--- config.mk ---
export PLATFORM = sky130hd
export DESIGN_NAME = hazard_ctrl_flat
export DESIGN_NICKNAME = d
export VERILOG_FILES = /design/src/rtl/hazard_ctrl_if.sv /design/src/rtl/hazard_ctrl.sv /design/src/flat_wrapper.sv
export SDC_FILE = /design/constraint.sdc
export NUM_CORES = 1
export LEC_CHECK = 0
export BUFFER_PORTS_ARGS = -buffer_cell sky130_fd_sc_hd__buf_2
export CORE_UTILIZATION = 56
export CTS_CLUSTER_SIZE = 28
export DETAILED_ROUTE_END_ITERATION = 8
export PLACE_DENSITY = 0.88
export SKIP_LAST_GASP = 1
export SLEW_MARGIN = 20
export SYNTH_ARGS = -nofsm -noshare
export SYNTH_HDL_FRONTEND = slang
export SYNTH_SLANG_ARGS = --single-unit
--- constraint.sdc ---
create_clock -name clk -period 2.8 [get_ports clk]
set_input_delay 0.56 -clock clk [delete_from_list [all_inputs] [get_ports clk]]
set_output_delay 0.56 -clock clk [all_outputs]
set_load 0.005 [all_outputs]
--- src/rtl/hazard_ctrl_if.sv ---
// Decode-side request signals and pipeline-control responses for hazard_ctrl.
// master = pipeline/decode driver, slave = hazard_ctrl.
interface hazard_ctrl_if;
   logic       dec_valid_i;
   logic [2:0] dec_rs_sel_i;
   logic       dec_rs_used_i;
   logic [2:0] dec_rt_sel_i;
   logic       dec_rt_used_i;
   logic       dec_wr_en_i;
   logic [2:0] dec_wr_sel_i;
   logic       dec_is_load_i;
   logic       dec_redirect_i;
   logic       dec_halt_i;
   logic       mem_stall_i;

   logic       pc_en_o;
   logic       ftch_dec_en_o;
   logic       dec_exe_en_o;
   logic       exe_mem_en_o;
   logic       mem_wb_en_o;
   logic       ftch_dec_flush_o;
   logic       dec_exe_bubble_o;
   logic       halted_o;
   logic       err_o;

   modport master (
      output dec_valid_i, dec_rs_sel_i, dec_rs_used_i, dec_rt_sel_i, dec_rt_used_i,
             dec_wr_en_i, dec_wr_sel_i, dec_is_load_i, dec_redirect_i, dec_halt_i,
             mem_stall_i,
      input  pc_en_o, ftch_dec_en_o, dec_exe_en_o, exe_mem_en_o, mem_wb_en_o,
             ftch_dec_flush_o, dec_exe_bubble_o, halted_o, err_o
   );

   modport slave (
      input  dec_valid_i, dec_rs_sel_i, dec_rs_used_i, dec_rt_sel_i, dec_rt_used_i,
             dec_wr_en_i, dec_wr_sel_i, dec_is_load_i, dec_redirect_i, dec_halt_i,
             mem_stall_i,
      output pc_en_o, ftch_dec_en_o, dec_exe_en_o, exe_mem_en_o, mem_wb_en_o,
             ftch_dec_flush_o, dec_exe_bubble_o, halted_o, err_o
   );
endinterface

--- src/rtl/hazard_ctrl.sv ---
// 5-stage pipeline hazard controller: RAW scoreboard stalls, redirect flush, halt drain.
// Define HAZ_FORWARDING_EN to stall only on load-use (EX load) instead of any in-flight writer.
module hazard_ctrl (
   input  logic         clk,
   input  logic         rst,
   hazard_ctrl_if.slave hz
);
   typedef enum logic [1:0] {RUN = 2'd0, DRAIN = 2'd1, HALT = 2'd2} state_e;

   typedef struct packed {
      logic       valid;
      logic [2:0] wr_sel;
      logic       is_load;
   } sb_entry_t;

   localparam int unsigned SB_DEPTH = 3;

   state_e     state_q, state_d;
   sb_entry_t  sb_q [SB_DEPTH];
   sb_entry_t  sb_d [SB_DEPTH];
   logic [1:0] cnt_q, cnt_d;

   logic rs_hit, rt_hit, raw_hit, data_stall;

   always_comb begin
      rs_hit = 1'b0;
      rt_hit = 1'b0;
`ifdef HAZ_FORWARDING_EN
      rs_hit = sb_q[0].valid && sb_q[0].is_load && (sb_q[0].wr_sel == hz.dec_rs_sel_i);
      rt_hit = sb_q[0].valid && sb_q[0].is_load && (sb_q[0].wr_sel == hz.dec_rt_sel_i);
`else
      for (int unsigned i = 0; i < SB_DEPTH; i++) begin
         if (sb_q[i].valid && (sb_q[i].wr_sel == hz.dec_rs_sel_i)) rs_hit = 1'b1;
         if (sb_q[i].valid && (sb_q[i].wr_sel == hz.dec_rt_sel_i)) rt_hit = 1'b1;
      end
`endif
      raw_hit    = hz.dec_valid_i & ((hz.dec_rs_used_i & rs_hit) | (hz.dec_rt_used_i & rt_hit));
      data_stall = (state_q == RUN) & raw_hit & ~hz.mem_stall_i;
   end

   always_ff @(posedge clk or posedge rst) begin
      if (rst) begin
         state_q <= RUN;
         cnt_q   <= '0;
         for (int unsigned i = 0; i < SB_DEPTH; i++) sb_q[i] <= '0;
      end else begin
         state_q <= state_d;
         cnt_q   <= cnt_d;
         for (int unsigned i = 0; i < SB_DEPTH; i++) sb_q[i] <= sb_d[i];
      end
   end

   always_comb begin
      state_d = state_q;
      cnt_d   = cnt_q;
      for (int unsigned i = 0; i < SB_DEPTH; i++) sb_d[i] = sb_q[i];
      // Memory stall freezes the whole pipeline, so scoreboard and drain count hold with it.
      if (!hz.mem_stall_i) begin
         sb_d[2] = sb_q[1];
         sb_d[1] = sb_q[0];
         sb_d[0] = '{valid:   hz.dec_valid_i & hz.dec_wr_en_i & ~data_stall,
                     wr_sel:  hz.dec_wr_sel_i,
                     is_load: hz.dec_is_load_i};
         case (state_q)
            RUN: begin
               if (hz.dec_valid_i && hz.dec_halt_i && !raw_hit) begin
                  state_d = DRAIN;
                  cnt_d   = 2'd3;
               end
            end
            DRAIN: begin
               cnt_d = cnt_q - 2'd1;
               if (cnt_q == 2'd1) state_d = HALT;
            end
            HALT:    state_d = HALT;
            default: state_d = RUN;
         endcase
      end
   end

   always_comb begin
      hz.pc_en_o          = 1'b1;
      hz.ftch_dec_en_o    = 1'b1;
      hz.dec_exe_en_o     = 1'b1;
      hz.exe_mem_en_o     = 1'b1;
      hz.mem_wb_en_o      = 1'b1;
      hz.ftch_dec_flush_o = 1'b0;
      hz.dec_exe_bubble_o = data_stall;
      hz.halted_o         = (state_q == HALT);
      hz.err_o            = hz.dec_valid_i & ((hz.dec_halt_i & hz.dec_redirect_i) | (state_q == HALT));

      if (hz.mem_stall_i || state_q == HALT) begin
         hz.pc_en_o       = 1'b0;
         hz.ftch_dec_en_o = 1'b0;
         hz.dec_exe_en_o  = 1'b0;
         hz.exe_mem_en_o  = 1'b0;
         hz.mem_wb_en_o   = 1'b0;
      end else if (state_q == DRAIN) begin
         hz.pc_en_o          = 1'b0;
         hz.ftch_dec_en_o    = 1'b0;
         hz.ftch_dec_flush_o = 1'b1;
      end else if (raw_hit) begin
         // A redirect held in decode is simply re-presented once the stall clears.
         hz.pc_en_o       = 1'b0;
         hz.ftch_dec_en_o = 1'b0;
      end else if (hz.dec_valid_i && (hz.dec_redirect_i || hz.dec_halt_i)) begin
         hz.ftch_dec_flush_o = 1'b1;
      end
   end
endmodule

--- src/flat_wrapper.sv ---
// flat-port wrapper written by rule: the top's interface ports become plain ports
module hazard_ctrl_flat 
  (clk, rst, hz_dec_valid_i, hz_dec_rs_sel_i, hz_dec_rs_used_i, hz_dec_rt_sel_i, hz_dec_rt_used_i, hz_dec_wr_en_i, hz_dec_wr_sel_i, hz_dec_is_load_i, hz_dec_redirect_i, hz_dec_halt_i, hz_mem_stall_i, hz_pc_en_o, hz_ftch_dec_en_o, hz_dec_exe_en_o, hz_exe_mem_en_o, hz_mem_wb_en_o, hz_ftch_dec_flush_o, hz_dec_exe_bubble_o, hz_halted_o, hz_err_o);
  hazard_ctrl_if hz_i ();
  input  logic clk;
  input  logic rst;
  input wire logic [$bits(hz_i.dec_valid_i)-1:0] hz_dec_valid_i;
  input wire logic [$bits(hz_i.dec_rs_sel_i)-1:0] hz_dec_rs_sel_i;
  input wire logic [$bits(hz_i.dec_rs_used_i)-1:0] hz_dec_rs_used_i;
  input wire logic [$bits(hz_i.dec_rt_sel_i)-1:0] hz_dec_rt_sel_i;
  input wire logic [$bits(hz_i.dec_rt_used_i)-1:0] hz_dec_rt_used_i;
  input wire logic [$bits(hz_i.dec_wr_en_i)-1:0] hz_dec_wr_en_i;
  input wire logic [$bits(hz_i.dec_wr_sel_i)-1:0] hz_dec_wr_sel_i;
  input wire logic [$bits(hz_i.dec_is_load_i)-1:0] hz_dec_is_load_i;
  input wire logic [$bits(hz_i.dec_redirect_i)-1:0] hz_dec_redirect_i;
  input wire logic [$bits(hz_i.dec_halt_i)-1:0] hz_dec_halt_i;
  input wire logic [$bits(hz_i.mem_stall_i)-1:0] hz_mem_stall_i;
  output wire logic [$bits(hz_i.pc_en_o)-1:0] hz_pc_en_o;
  output wire logic [$bits(hz_i.ftch_dec_en_o)-1:0] hz_ftch_dec_en_o;
  output wire logic [$bits(hz_i.dec_exe_en_o)-1:0] hz_dec_exe_en_o;
  output wire logic [$bits(hz_i.exe_mem_en_o)-1:0] hz_exe_mem_en_o;
  output wire logic [$bits(hz_i.mem_wb_en_o)-1:0] hz_mem_wb_en_o;
  output wire logic [$bits(hz_i.ftch_dec_flush_o)-1:0] hz_ftch_dec_flush_o;
  output wire logic [$bits(hz_i.dec_exe_bubble_o)-1:0] hz_dec_exe_bubble_o;
  output wire logic [$bits(hz_i.halted_o)-1:0] hz_halted_o;
  output wire logic [$bits(hz_i.err_o)-1:0] hz_err_o;
  assign hz_i.dec_valid_i = hz_dec_valid_i;
  assign hz_i.dec_rs_sel_i = hz_dec_rs_sel_i;
  assign hz_i.dec_rs_used_i = hz_dec_rs_used_i;
  assign hz_i.dec_rt_sel_i = hz_dec_rt_sel_i;
  assign hz_i.dec_rt_used_i = hz_dec_rt_used_i;
  assign hz_i.dec_wr_en_i = hz_dec_wr_en_i;
  assign hz_i.dec_wr_sel_i = hz_dec_wr_sel_i;
  assign hz_i.dec_is_load_i = hz_dec_is_load_i;
  assign hz_i.dec_redirect_i = hz_dec_redirect_i;
  assign hz_i.dec_halt_i = hz_dec_halt_i;
  assign hz_i.mem_stall_i = hz_mem_stall_i;
  assign hz_pc_en_o = hz_i.pc_en_o;
  assign hz_ftch_dec_en_o = hz_i.ftch_dec_en_o;
  assign hz_dec_exe_en_o = hz_i.dec_exe_en_o;
  assign hz_exe_mem_en_o = hz_i.exe_mem_en_o;
  assign hz_mem_wb_en_o = hz_i.mem_wb_en_o;
  assign hz_ftch_dec_flush_o = hz_i.ftch_dec_flush_o;
  assign hz_dec_exe_bubble_o = hz_i.dec_exe_bubble_o;
  assign hz_halted_o = hz_i.halted_o;
  assign hz_err_o = hz_i.err_o;
  hazard_ctrl u_core (.clk(clk), .rst(rst), .hz(hz_i));
endmodule
Word level (Yosys, flattened, before mapping). Index checks and enable logic that the tools add are counted.

Flip-flop bits (word level): 16. Input port bits: 19. Output and inout bits: 9. Word-level logic and storage cells: 68.

Add/subtract/negate cells: 1. Equal/unequal tests: 11. Muxes and demuxes: 19. Bitwise gates (word level): 13. Reductions and logical operators: 16.

Operator list (count): $eq A3 B3 Y1 (6); $mux W1 (14); $and A1 B1 Y1 (9); $logic_and A1 B1 Y1 (9); $mux W2 (3); $pmux W2 S3 (1); $reduce_and A3 Y1 (2); $eq A2 B1 Y1 const B (2); $pmux W2 S2 (1); $eq A2 B2 Y1 const B (1); $logic_not A2 Y1 (1); $logic_or A1 B1 Y1 (2); $ne A2 B1 Y1 const B (1); $ne A2 B2 Y1 const B (1); $not A1 Y1 (2); $or A1 B1 Y1 (2); $reduce_bool A2 Y1 (1); $sub A2 B1 Y2 const B (1); $logic_not A1 Y1 (1).

Logic depth before layout (Yosys ltp). Gate-level depths: netlist of the first run.

Depth in word-level cells: 12. Gate-level depth with buffers: 7. Gate-level depth less buffers: 7.

Worst setup path before layout of the first run. Ideal clock, no wire load.

Path type: input to output. From: in hz_dec_rs_sel_i[1]. To: out hz_pc_en_o. Data arrival time: 1.552 ns. Data required time: 2.240 ns. Path slack: 0.688 ns. Stages on the path: 6. Buffers on the path: 1. Path through: xnor2_1 -> nand4_2 -> a31oi_4 -> o21ai_1 -> and3b_1 -> buf_4.

Longest elaborated chain between the ends: 11. Elaborated cells on any way between the ends: 15. Classes of those cells: eq/ne (3); mux (6); bitwise (3); reduce/logical (3).

Ends and longest elaborated chain: start: declaration (RTL line flat_wrapper.sv:8) `input wire logic [$bits(hz_i.dec_rs_sel_i)-1:0] hz_dec_rs_sel_i;`; $eq A3 B3 Y1 (RTL line hazard_ctrl.sv:33) `if (sb_q[i].valid && (sb_q[i].wr_sel == hz.dec_rs_sel_i)) rs_hit = 1'b1;`; $logic_and A1 B1 Y1 (RTL line hazard_ctrl.sv:33); $mux W1 (2 in a row) (RTL line hazard_ctrl.sv:33); $mux W1 (*) (RTL line hazard_ctrl.sv:33); $and A1 B1 Y1 (*) (RTL line hazard_ctrl.sv:37) `raw_hit = hz.dec_valid_i & ((hz.dec_rs_used_i & rs_hit) | (hz.dec_rt_used_i & rt_hit));`; $or A1 B1 Y1 (*) (RTL line hazard_ctrl.sv:37); $and A1 B1 Y1 (*) (RTL line hazard_ctrl.sv:37); $mux W1 (*) (3 in a row); end: declaration (RTL line flat_wrapper.sv:18) `output wire logic [$bits(hz_i.pc_en_o)-1:0] hz_pc_en_o;`.

Every way passes the cells marked *; elsewhere a longest branch is shown, timed or not.

Worst setup path after layout of the first run.
From: reg, netlist name u_core.sb_q[12]. To: out hz_ftch_dec_en_o.

Longest elaborated chain between the ends: 11. Elaborated cells on any way between the ends: 17. Classes of those cells: eq/ne (2); mux (9); bitwise (4); reduce/logical (2).

Ends and longest elaborated chain: $eq A3 B3 Y1 (on tied branches) (RTL line hazard_ctrl.sv:33, hazard_ctrl.sv:34); $logic_and A1 B1 Y1 (on tied branches) (RTL line hazard_ctrl.sv:33, hazard_ctrl.sv:34); $mux W1 (on tied branches) (3 in a row) (RTL line hazard_ctrl.sv:33, hazard_ctrl.sv:34); $and A1 B1 Y1 (RTL line hazard_ctrl.sv:37); $or A1 B1 Y1 (*) (RTL line hazard_ctrl.sv:37); $and A1 B1 Y1 (*) (RTL line hazard_ctrl.sv:37); $mux W1 (*) (RTL line hazard_ctrl.sv:102) `end else if (raw_hit) begin`; $mux W1 (*) (RTL line hazard_ctrl.sv:98) `end else if (state_q == DRAIN) begin`; $mux W1 (*) (RTL line hazard_ctrl.sv:92) `if (hz.mem_stall_i || state_q == HALT) begin`; end: declaration (RTL line flat_wrapper.sv:19) `output wire logic [$bits(hz_i.ftch_dec_en_o)-1:0] hz_ftch_dec_en_o;`.

Marked as above.

==> flow_summary.toml, run 1 <==
[floorplanning]
die_y_um = 47.0
initial_utilization = 0.629
row_count = 15
die_area_sq_mm = 0.00221
io-pin-count = 28
die-width_um = 47.0
core-area_sq_mm = 0.00180

[timing]
period_share = 0.875
setup_tns_ps = 0
setup_viol_count_final = 0
timing.slew.headroom = 0.599
fin_crit_ps = 2450
rsz0062_at_grt = "false"
worst_pin_slew_ps = 601
worst_slack_ps = 350
slew_violations = 0
hold_viol = 0
fmax_mhz = 408
fin_skew_ps = 2.25

[synth]
synth.distinct_cells = 34
yosys-top-cells-area = "dfrtp_1 35%, xnor2_1 14%, mux2_2 11%, ha_1 4.4%, a31oi_4 3.8%"
synthArstFlopShare = 1.00
ys.flop_type = "dfrtp_1"
yosysMostFrequentCell = "xnor2_1"
ys_seq_elements = 16
synth_commonest_cells = "18 x xnor2_1, 16 x dfrtp_1, 11 x mux2_2"
syn_area_per_cell_sq_um = 10.2
synth_cells = 111
synth_nets = 134
synth_top_area_frac = 0.353
yosys_warnings = 0
synth_edf_count = 0
seq_area_frac_synth = 0.353
yosysTopAreaCell = "dfrtp_1"
syn_area_sq_mm = 0.00113

[cts]
cts-root-buf = "clkbuf_4"
cts.sink_count = 16
ctsHtreeMaxLevel = 1
cts_buffers = 3
cts_buffer_depth = 2
hold_buffers = 0
insertion_delay_ps = 290
cts_resized = 0
clk_pin_slew_ps = 90
cts_tree = "built"
post_cts_buffers = 0

[critical_path]
cp_max_fo = 10
r2r_setup_slack_ps = 1170
arrival_ps = 1890
rr_endpoint = "u_core.state_q[1]"
crit_slowest_cell = "dfrtp_1"
critical_path_class = "flip-flop to primary output"
crit_required_ps = 2240
endpoint_kind = "primary output"
crit_path_start_kind = "flip-flop"
path_cells = "xnor2_1, nand4_1, a31oi_4, o21ai_1, and3b_1, buf_2"
worst_path_largest_cell_delay_ps = 430
reg2reg_depth = 6
regToRegStartpoint = "u_core.state_q[1]"

[final_layout]
drive_above_1_share = 0.341
antenna_cells = 0
n_fill_cell = 146
fin_util = 0.720
area.growth.synth_to_final_pct = 14.5
fin_cells = 160
final_nets = 159

[detailed_routing]
drt-wirelength-per-cell_um = 14.3
vias = 920
routed_wl_mm = 2.29
drtIter0Drc = 11
ant_nets = 0
first_pass_iters = 4
drc = 0
viasPerCell = 5.75

[place]
hpwl_mm = 1.77
dp_cells = 156
post-place-ws_ps = 390
place_congestion = 0.865
port_buffers = 26

[pwr]
p_leak_uw = 0.000581
power.density_mw_per_mm2 = 693
vdd_drop_max_uv = 519

[global_routing]
grt_max_degree = 20
grt_overflow_total = 0
grt_pass1_wl_mm = 3.53
gr-usage-all-layers = 0.236
grt_pass1_vias = 889
antenna_found_initial = 0

[worst_hold_path]
hold_path_class = "input pin to async pin"

[outcome]
status = "completed"

[job]
maxCapViolations = 0
## logic make-up (layout without fill, tap and decap cells)
kind of cell / count (synthesis) / count (layout) / share of synthesized area
compound gates: 18 / 18 / 0.135
mux: 11 / 11 / 0.109
flops: 16 / 16 / 0.353
fa+ha+maj: 4 / 4 / 0.0442
simple gates: 28 / 28 / 0.157
buf+inv: 16 / 40 / 0.0629
xor+xnor: 18 / 18 / 0.139
## through the flow
step | hold slack (ps) | cell area, sq um | total power, uW
2_1_floorplan | 474 | 1130 | 641
3_3_place_gp | 536 | 1260 | 719
3_5_place_dp | 554 | 1260 | 746
4_1_cts | 339 | 1300 | 900
5_1_grt | 359 | 1300 | 975
6_report | 316 | 1300 | 899
## flip-flops by register name, indices dropped and copies added (netlist names)
name	count
u_core.sb_q	12
u_core.state_q	2
u_core.cnt_q	2
## report_power, final
| group | switching [uW] | internal, uW | total, uW |
|---|---|---|---|
| logic | 215 | 194 | 410 |
| registers | 52.0 | 282 | 334 |
| clock network | 76.0 | 79.3 | 155 |
| total | 343 | 556 | 899 |
## layout make-up
| type | count | area [sq um] | area share |
|---|---|---|---|
| clock buffers | 4 | 36.3 | 0.0280 |
| repair buffers | 26 | 130 | 0.100 |
| multi-input cells | 79 | 662 | 0.510 |
| well taps | 25 | 31.3 | 0.0241 |
| flip-flops and latches | 16 | 400 | 0.309 |
| inverters | 10 | 37.5 | 0.0289 |
## how the worst max path moves through the flow
| stage | cells past startpoint | from | to |
|---|---|---|---|
| 3_5_place_dp | 7 | hz_dec_rs_sel_i[2] | hz_ftch_dec_en_o |
| 2_1_floorplan | 6 | hz_dec_rs_sel_i[1] | hz_pc_en_o |
| 6_report | 6 | u_core.sb_q[12] | hz_ftch_dec_en_o |
| 5_1_grt | 6 | u_core.sb_q[12] | hz_ftch_dec_en_o |
| 4_1_cts | 6 | u_core.sb_q[13] | hz_ftch_dec_en_o |
| 3_3_place_gp | 7 | hz_dec_rs_sel_i[1] | hz_pc_en_o |
## worst max-delay path, delay by kind of cell (launching register included)
| kind | cells | cell delay, ps |
|---|---|---|
| xor+xnor | 1 | 210 |
| simple gates | 2 | 350 |
| flops | 1 | 430 |
| compound gates | 2 | 480 |
| buf+inv | 1 | 120 |
## layer usage
metal  share of wire  global-route usage  up-vias
li1                -                   -      444
met1            0.40               0.238      429
met2            0.52               0.422       37
met3           0.039              0.0308       10
met4           0.045               0.206        0
met5               0                   0        -
## cells in the final DEF, fill, tap and decap left out, drive strengths merged
master	count
a2bb2oi	1
nor4	2
or4	2
o21ai	4
a21boi	1
nor2b	1
a21oi	3
buf	26
a21o	1
clkbuf	4
ha	4
o21a	1
and3b	1
nand2	3
and2	1
a31oi	3
nand4	6
nand3	3
o311ai	2
inv	10
nor4b	1
o311a	1
nor2	3
a41o	1
mux2	11
dfrtp	16
xnor2	18
nor3	4
and3	1
(Power assumes the default switching activity.)
==> run 2: changes to the inputs <==
--- a/config.mk
+++ b/config.mk
@@ -7,6 +7,7 @@
 export LEC_CHECK = 0
 export BUFFER_PORTS_ARGS = -buffer_cell sky130_fd_sc_hd__buf_2
 export CORE_UTILIZATION = 56
+export CTS_BUF_LIST = sky130_fd_sc_hd__clkbuf_4
 export CTS_CLUSTER_SIZE = 28
 export DETAILED_ROUTE_END_ITERATION = 8
 export PLACE_DENSITY = 0.88
==> run 2 against run 1 <==
- sequential power barely moved
- combinational power barely moved
- critical endpoint unchanged
- clock skew about the same
- worst hold slack better by 6.3 ps
- clock power decreased by 19%
- highest routed layer unchanged
- register-to-register slack about the same
- total power decreased by 3.3%
==> flow_summary.toml, run 2 (same netlist as run 1, synthesis figures left out) <==
[outcome]
status = "completed"

[place]
port_buffers = 26
dp_cells = 156
hpwl_mm = 1.77
place_congestion = 0.865

[critical_path]
path_cells = "xnor2_1, nand4_1, a31oi_4, o21ai_1, and3b_1, buf_2"
cp_max_fo = 10
critical_path_class = "flip-flop to primary output"
crit_slowest_cell = "dfrtp_1"
cpLargestDelayFamily = "compound AO/OA/AOI/OAI gates"
arrival_ps = 1890
crit_required_ps = 2240
cp.buffers_inverters = 1
endpoint_kind = "primary output"
crit_path_start_kind = "flip-flop"
worst_path_largest_cell_delay_ps = 430

[timing]
fmax_mhz = 408
fin_skew_ps = 1.80
period_share = 0.876
setup_viol_count_final = 0
rsz0062_at_grt = "false"
timing.slew.headroom = 0.595
worst_pin_slew_ps = 607
hold_viol = 0
slew_violations = 0
setup_tns_ps = 0
fin_crit_ps = 2450

[global_routing]
antenna_found_initial = 0
grt_pass1_wl_mm = 3.53
grt_pass1_vias = 889
grt_overflow_total = 0
grt_max_degree = 20
gr-usage-all-layers = 0.236

[detailed_routing]
viasPerCell = 5.72
drc = 0
first_pass_iters = 4
vias = 915
routed_wl_mm = 2.30
ant_nets = 0
drtIter0Drc = 6
drt-wirelength-per-cell_um = 14.4

[final_layout]
antenna_cells = 0
fin_cells = 160
mostFrequentLayoutCell = "buf_2"
fin_util = 0.715
reg_top3 = "u_core.sb_q: 12 flops, u_core.cnt_q: 2 flops, u_core.state_q: 2 flops"
drive_above_1_share = 0.333
final_nets = 159
area.growth.synth_to_final_pct = 13.6
layout_common_cells = "26 x buf_2, 18 x xnor2_1, 16 x dfrtp_1"
regMostFlops = "u_core.sb_q"
largest_reg_flops = 12

[cts]
cts-root-buf = "clkbuf_4"
cts_buffers = 3
cts_tree = "built"
hold_buffers = 0
ctsHtreeMaxLevel = 1
insertion_delay_ps = 290
cts_resized = 0
clk_pin_slew_ps = 90
post_cts_buffers = 0
cts_buffer_depth = 2
cts.sink_count = 16

[pwr]
p_int_uw = 528
power_uw = 869
power.density_mw_per_mm2 = 675
seq_power_share = 0.384
p_leak_uw = 0.000575
swShare = 0.393
power_switching_uw = 341
vdd_drop_max_uv = 534
comb_power_share = 0.471
pwr-share-clk = 0.145

[floorplanning]
die-width_um = 47.0
core-area_sq_mm = 0.00180
row_count = 15
die_y_um = 47.0
initial_utilization = 0.629
io-pin-count = 28
die_area_sq_mm = 0.00221

[job]
maxCapViolations = 0

[worst_hold_path]
hold_path_class = "input pin to async pin"
==> run 2: cell count changes in the layout (fill, tap and decap cells not counted), sizes merged <==
cell	before	now
clkbuf	4	3
clkinv	0	1
==> run 2: area by class of cell <==
type / count / area, sq um
multi-input cells: 79 / 662
fillers: 147 / 514
flip-flops and latches: 16 / 400
repair buffers: 26 / 130
inverters: 10 / 37.5
well taps: 25 / 31.3
clock buffers: 3 / 22.5
clock inverters: 1 / 3.75
==> run 2: routing by layer <==
| metal | global-route usage | vias up | part of all wire |
|---|---|---|---|
| met3 | 0.0308 | 10 | 0.039 |
| li1 | - | 443 | - |
| met1 | 0.238 | 428 | 0.40 |
| met2 | 0.422 | 34 | 0.52 |
| met4 | 0.206 | 0 | 0.047 |
| met5 | 0 | - | 0 |
==> run 2: worst paths after layout <==
path / depth (start not counted) / slack (ps) / start / endpoint
setup / recovery: 6 / 350 / u_core.sb_q[12] / hz_ftch_dec_en_o
hold / removal: 2 / 320 / rst / u_core.sb_q[12]
setup reg to reg: 6 / 1170 / u_core.state_q[1] / u_core.state_q[1]
hold reg to reg: 2 / 570 / u_core.state_q[1] / u_core.state_q[1]
max in group asynchronous: 2 / 2090 / rst / u_core.state_q[0]
min in group clk: 2 / 490 / hz_dec_wr_sel_i[0] / u_core.sb_q[11]
==> run 2: power groups by stage <==
stage | Sequential (uW) | Combinational, uW | Clock (uW)
6_report | 334 | 409 | 126
5_1_grt | 342 | 464 | 141
4_1_cts | 335 | 408 | 128
3_5_place_dp | 340 | 407 | 0
3_3_place_gp | 335 | 385 | 0
2_1_floorplan | 326 | 315 | 0
==> run 2: stage by stage <==
| step | hold WS [ps] | setup slack, ps | area, sq um |
|---|---|---|---|
| finish | 322 | 348 | 1290 |
| global route | 357 | 229 | 1290 |
| CTS | 339 | 348 | 1290 |
| detailed placement | 554 | 390 | 1260 |
| global placement | 536 | 478 | 1260 |
| floorplan | 474 | 688 | 1130 |
